## src/rtl/sha1_pkg.sv

```systemverilog
// Shared SHA-1 constants and types for the message front end and compressor.
package sha1_pkg;
  localparam int SHA1_WORD_W = 32;
  localparam int SHA1_BLK_W  = 512;
  localparam logic [7:0] SHA1_PAD_BYTE = 8'h80;

  localparam logic [31:0] SHA1_H0 = 32'h67452301;
  localparam logic [31:0] SHA1_H1 = 32'hEFCDAB89;
  localparam logic [31:0] SHA1_H2 = 32'h98BADCFE;
  localparam logic [31:0] SHA1_H3 = 32'h10325476;
  localparam logic [31:0] SHA1_H4 = 32'hC3D2E1F0;

  typedef enum logic {
    ACCUM = 1'b0,
    SEND  = 1'b1
  } sha1_pad_state_e;
endpackage

```

## src/rtl/sha1_pad_word.sv

```systemverilog
// Replaces the bytes after the valid ones in a final message word with 0x80 then zeros.
module sha1_pad_word
  import sha1_pkg::*;
(
  input  logic [SHA1_WORD_W-1:0] in_data,
  input  logic [2:0]             nbytes,
  output logic [SHA1_WORD_W-1:0] out_word
);

  always_comb begin
    case (nbytes)
      3'd0:    out_word = {SHA1_PAD_BYTE, 24'h0};
      3'd1:    out_word = {in_data[31:24], SHA1_PAD_BYTE, 16'h0};
      3'd2:    out_word = {in_data[31:16], SHA1_PAD_BYTE, 8'h0};
      3'd3:    out_word = {in_data[31:8], SHA1_PAD_BYTE};
      default: out_word = in_data;
    endcase
  end

endmodule

```

## src/rtl/sha1_msg_pad.sv

```systemverilog
// SHA-1 message padder: packs 32-bit words into 512-bit blocks, adds the 0x80 marker,
// zero fill and 64-bit bit length, and flags first/final blocks of each message.
module sha1_msg_pad
  import sha1_pkg::*;
#(
  parameter int LEN_W = 64
) (
  input  logic                   clk,
  input  logic                   rst,
  input  logic [SHA1_WORD_W-1:0] in_data,
  input  logic                   in_vld,
  input  logic                   in_last,
  input  logic [2:0]             in_bytes,
  output logic                   in_rdy,
  output logic [SHA1_BLK_W-1:0]  blk_data,
  output logic                   blk_vld,
  input  logic                   blk_rdy,
  output logic                   blk_first,
  output logic                   blk_final
);

  localparam logic [31:0] MARK_WORD = {SHA1_PAD_BYTE, 24'h0};

  sha1_pad_state_e    state_q, state_d;
  logic [0:15][31:0]  w_q, w_d;
  logic [3:0]         idx_q, idx_d;
  logic [LEN_W-1:0]   cnt_q, cnt_d;
  logic               pend_q, pend_d;
  logic               mark_q, mark_d;
  logic               first_q, first_d;
  logic               final_q, final_d;

  logic [2:0]         nb;
  logic [5:0]         add_bits;
  logic [LEN_W-1:0]   len_nxt;
  logic [63:0]        len64_nxt;
  logic [63:0]        len64_cur;
  logic [4:0]         pos;
  logic [31:0]        padded;

  assign nb        = (in_bytes > 3'd4) ? 3'd4 : in_bytes;
  assign add_bits  = in_last ? {nb, 3'b000} : 6'd32;
  assign len_nxt   = cnt_q + LEN_W'(add_bits);
  assign len64_nxt = 64'(len_nxt);
  assign len64_cur = 64'(cnt_q);
  // A full last word pushes the marker into the following word slot.
  assign pos       = (nb == 3'd4) ? ({1'b0, idx_q} + 5'd1) : {1'b0, idx_q};

  sha1_pad_word u_pad_word (
    .in_data  (in_data),
    .nbytes   (nb),
    .out_word (padded)
  );

  always_comb begin
    state_d = state_q;
    w_d     = w_q;
    idx_d   = idx_q;
    cnt_d   = cnt_q;
    pend_d  = pend_q;
    mark_d  = mark_q;
    first_d = first_q;
    final_d = final_q;
    in_rdy  = (state_q == ACCUM);

    case (state_q)
      ACCUM: begin
        if (in_vld) begin
          cnt_d = len_nxt;
          if (!in_last) begin
            w_d[idx_q] = in_data;
            idx_d      = idx_q + 4'd1;
            if (idx_q == 4'd15) begin
              state_d = SEND;
              final_d = 1'b0;
            end
          end else begin
            w_d[idx_q] = padded;
            if (nb == 3'd4 && pos <= 5'd15) w_d[pos[3:0]] = MARK_WORD;
            if (pos <= 5'd13) begin
              w_d[14] = len64_nxt[63:32];
              w_d[15] = len64_nxt[31:0];
              final_d = 1'b1;
            end else begin
              final_d = 1'b0;
              pend_d  = 1'b1;
              mark_d  = (pos == 5'd16);
            end
            state_d = SEND;
          end
        end
      end
      SEND: begin
        if (blk_rdy) begin
          w_d = '0;
          if (pend_q) begin
            w_d[0]  = mark_q ? MARK_WORD : 32'h0;
            w_d[14] = len64_cur[63:32];
            w_d[15] = len64_cur[31:0];
            final_d = 1'b1;
            pend_d  = 1'b0;
            mark_d  = 1'b0;
            first_d = 1'b0;
          end else begin
            idx_d   = 4'd0;
            state_d = ACCUM;
            if (final_q) begin
              first_d = 1'b1;
              final_d = 1'b0;
              cnt_d   = '0;
            end else begin
              first_d = 1'b0;
            end
          end
        end
      end
      default: state_d = ACCUM;
    endcase
  end

  always_ff @(posedge clk or posedge rst) begin
    if (rst) begin
      state_q <= ACCUM;
      w_q     <= '0;
      idx_q   <= '0;
      cnt_q   <= '0;
      pend_q  <= 1'b0;
      mark_q  <= 1'b0;
      first_q <= 1'b1;
      final_q <= 1'b0;
    end else begin
      state_q <= state_d;
      w_q     <= w_d;
      idx_q   <= idx_d;
      cnt_q   <= cnt_d;
      pend_q  <= pend_d;
      mark_q  <= mark_d;
      first_q <= first_d;
      final_q <= final_d;
    end
  end

  assign blk_data  = w_q;
  assign blk_vld   = (state_q == SEND);
  assign blk_first = first_q;
  assign blk_final = final_q;

endmodule

```

## config.mk

```make
export PLATFORM = sky130hd
export DESIGN_NAME = sha1_msg_pad
export DESIGN_NICKNAME = d
export VERILOG_FILES = /design/src/rtl/sha1_pkg.sv /design/src/rtl/sha1_pad_word.sv /design/src/rtl/sha1_msg_pad.sv
export SDC_FILE = /design/constraint.sdc
export NUM_CORES = 2
export LEC_CHECK = 0
export ABC_CLOCK_PERIOD_IN_PS = 27800
export CAP_MARGIN = 40
export CORE_MARGIN = 3
export CORE_UTILIZATION = 53
export DETAILED_ROUTE_END_ITERATION = 12
export HOLD_SLACK_MARGIN = 0.12
export PLACE_DENSITY = 0.78
export SYNTH_ARGS = -nofsm -noshare
export SYNTH_HDL_FRONTEND = slang
export SYNTH_HIERARCHICAL = 1
export SYNTH_SLANG_ARGS = --single-unit
```

## constraint.sdc

```tcl
create_clock -name clk -period 27.8 [get_ports clk]
set_clock_uncertainty 0.2 [all_clocks]
set_input_delay 5.56 -clock clk [delete_from_list [all_inputs] [get_ports clk]]
set_output_delay 5.56 -clock clk [all_outputs]
set_load 0.01 [all_outputs]
```

==> flow_metrics.py <==
metrics = {
    "critical_path": {
        "r2r_slack_ns": 23.12,
        "critPathMaxFanout": 27,
        "cpMostUsedCell": "nor2b_1",
        "crit_cells": 14,
        "critical_path_buf_inv_count": 3,
        "cp.arrival_ns": 9.74,
        "crit_family": "simple AND/OR/NAND/NOR gates",
        "worstRegToRegCells": 11,
        "critPathMaxStageDelay_ns": 0.69,
        "crit_type": "primary input to flop",
        "crit_chain": "clkdlybuf4s50_1 > buf_4 > nor2b_1 > and2_1 > ha_1 > inv_1 > fa_1 > nor2b_1 > o21a_1 > nand4_1 > or3_1 > xor2_1 > o211ai_1 > o22a_1",
        "startpoint_type": "primary input",
        "critPathSlowestCell": "nand4_1",
        "critPathCaptureType": "flop",
        "critPathRequiredTime_ns": 28.12,
    },
    "clocking": {
        "postCtsSetupBuffers": 0,
        "cts_root_buf": "clkbuf_16",
        "cts_buffers": 59,
        "cts_resized": 0,
        "clk-insertion-delay-late_ns": 0.65,
        "cts.clk_slew.worst_paths_ns": 0.07,
        "cts.hold.buffers_added": 0,
        "cts_buffer_depth": 3,
        "cts_tree": "built",
        "clock-sinks": 582,
        "htreeDepth": 2,
    },
    "grt": {
        "grtUsageMet2": 0.675,
        "grt_util_met3": 0.139,
        "antenna_found_initial": 3,
        "use_met1": 0.589,
        "grt.busiest_layer": "met2",
        "grt-ovfl-total": 0,
        "grt_max_degree": 120,
        "grt_pass1_vias": 30100,
        "grt_pass1_wl_um": 197000,
        "grt_use_total": 0.460,
    },
    "sta": {
        "fin_crit_ns": 9.42,
        "setup_viol": 0,
        "period_share": 0.339,
        "grt_setup_unrepaired": "false",
        "final-hold-violation-count": 0,
        "drv_slew": 0,
        "relSlewSlack": 0.299,
        "worstMarginPinSlew_ns": 1.05,
        "max_freq_ghz": 0.106,
        "fin_setup_tns_ns": 0,
    },
    "drt": {
        "drcViolationCount": 0,
        "drtIter0Drc": 4658,
        "ant_nets": 0,
        "firstDrtPassIters": 9,
        "wl_um": 136000,
        "wl_per_cell_um": 30.2,
        "via_per_inst": 6.90,
        "vias": 31100,
    },
    "min_path": {
        "hold_path_class": "flop to flop",
        "hold_path_depth": 2,
    },
    "status": {
        "status": "finished clean",
    },
    "floorplanning": {
        "die_x_um": 240,
        "rows": 85,
        "start_util": 0.538,
        "pin_count": 556,
        "fp.dieH_um": 240,
        "core-area_mm2": 0.0541,
        "die-area_mm2": 0.0578,
    },
    "cells_and_area": {
        "final_cell_mix": "dfrtp_1, nand2_1, clkdlybuf4s50_1",
        "final_common_cell": "dfrtp_1",
        "multi_input_area_mm2": 0.0133,
        "nets": 3809,
        "syn_to_final_growth_pct": 30.7,
        "seq_area_mm2": 0.0146,
        "finalInstanceArea_mm2": 0.0381,
        "nFillCells": 4085,
        "drive_above_1_share": 0.0750,
    },
    "logic_synthesis": {
        "synth_top_family_by_area": "compound AO/OA/AOI/OAI gates",
        "seq_area_frac_synth": 0.500,
        "synth_compound_area_frac": 0.263,
        "synth_xor_area_frac": 0.0141,
        "ys.flop_type": "dfrtp_1",
        "async_reset_ff_frac": 1.00,
        "yosysWarnings": 6,
        "syn_area_mm2": 0.0291,
        "synth_nets": 3430,
        "yosysUniqueCellTypes": 83,
        "synth_edf_count": 0,
        "yosys.area_share.adder": 0.00369,
        "synth_mux_area_frac": 0.00945,
        "synthCells": 3382,
        "avgSynthCellArea_um2": 8.61,
        "synth-seq-cells": 582,
        "yosys.area_share.simple": 0.157,
    },
    "power_and_ir_drop": {
        "leakage_uw": 0.0157,
        "power.internal_uw": 2300,
        "p_clk_frac": 0.251,
        "pwr-share-comb": 0.380,
        "peakVddDrop_uv": 67.5,
        "p_sw_uw": 1340,
        "switching_share": 0.368,
        "powerDensity_mw_per_mm2": 95.5,
        "power.share.sequential": 0.369,
    },
    "job": {
        "drv_cap": 0,
    },
    "place": {
        "portBuffers": 555,
        "placed_area_mm2": 0.0358,
        "place_congestion": 1.01,
        "hpwl_um": 93600,
    },
}
==> power groups by stage <==
stage | Clock (µW) | Combinational, µW | Sequential [µW]
after floorplan | 0 | 459 | 1370
after global placement | 0 | 1290 | 1330
after detailed placement | 0 | 1360 | 1340
after CTS | 906 | 1360 | 1330
after global routing | 943 | 1460 | 1360
final | 912 | 1380 | 1340
==> cell families (layout without fill, tap and decap cells) <==
logic type | Yosys count | in the layout
compound gates | 1304 | 1304
xor+xnor | 47 | 47
fa+ha+maj | 8 | 8
buf+inv | 381 | 810
flops | 582 | 582
mux | 27 | 27
other cells | 0 | 1
simple gates | 1033 | 1033
==> cell usage after synthesis, drive strengths merged (4+ instances only) <==
library cell    n  area (µm²)
xnor2          25         219
a21oi         435        2180
inv            22        82.6
o21ai         509        2550
nor3           27         146
nor2b          27         169
o21bai          4        30.0
nor3b           4        30.0
o211ai         26         195
or2             7        43.8
nor4           13         115
a221o          95         951
dfrtp         581       14500
nor2          210         796
a31oi          75         469
a41oi           4        35.0
buf            64         323
and2b           7        61.3
clkbuf        294        1100
and2           47         294
o21a            6        45.0
and3           25         156
and4           11        96.3
o31ai          25         193
a22oi           5        37.5
xor2           22         193
a21o           17         128
mux2i          26         260
o22a           15         131
a222oi         10         100
or3             9        56.3
nand2         569        2140
nand4          23         144
a22o           10        87.6
o22ai          33         206
nand3          43         233
ha              7        87.6
==> stage by stage <==
stage | hold slack [ns] | total power [µW] | worst slack [ns] | instances | utilization
2_1_floorplan | 0.271 | 1830 | 5.76 | 3382 | -
3_3_place_gp | 0.262 | 2630 | 17.91 | 4344 | 0.644
3_5_place_dp | 0.270 | 2690 | 17.84 | 4394 | 0.662
4_1_cts | 0.280 | 3600 | 18.45 | 4505 | 0.703
5_1_grt | 0.306 | 3760 | 18.15 | 4507 | 0.703
6_report | 0.279 | 3640 | 18.38 | 4508 | 0.703
==> registers in the layout (all words and copies together) (netlist names) <==
name and count:
cnt_q 61, pend_q 1, blk_final 1, mark_q 1
blk_data 512, idx_q 4, blk_first 1, blk_vld 1
==> layer usage <==
layer  vias up  wire length, µm
met5         -               20
met4         2            11000
met3       686            20200
met2      2845            58400
met1     14900            46500
li1      12700                -
==> final timing paths <==
path / start / to
worst max register to register: blk_vld / blk_data[210]
worst max-delay path: in_bytes[2] / blk_data[45]
max in group asynchronous: rst / blk_data[436]
worst min-delay path: blk_data[483] / blk_data[483]
worst min register to register: blk_data[483] / blk_data[483]
min in group asynchronous: rst / blk_data[131]
==> worst min-delay path, cell delays in order, from the launching register on <==
cell and delay (ns):
dfrtp_1 0.34, nand2_1 0.05, o21ai_0 0.06
==> area by class of cell <==
class                      instances  area share
antenna                            1   0.0000657
sequential                       582       0.382
multi-input combinational       2419       0.348
tap                              696      0.0229
clock buffer                      84      0.0463
clock inverter                    27      0.0122
inverter                          23     0.00246
timing repair buffer             676       0.186
No activity file was read; power rests on OpenSTA's default activity.
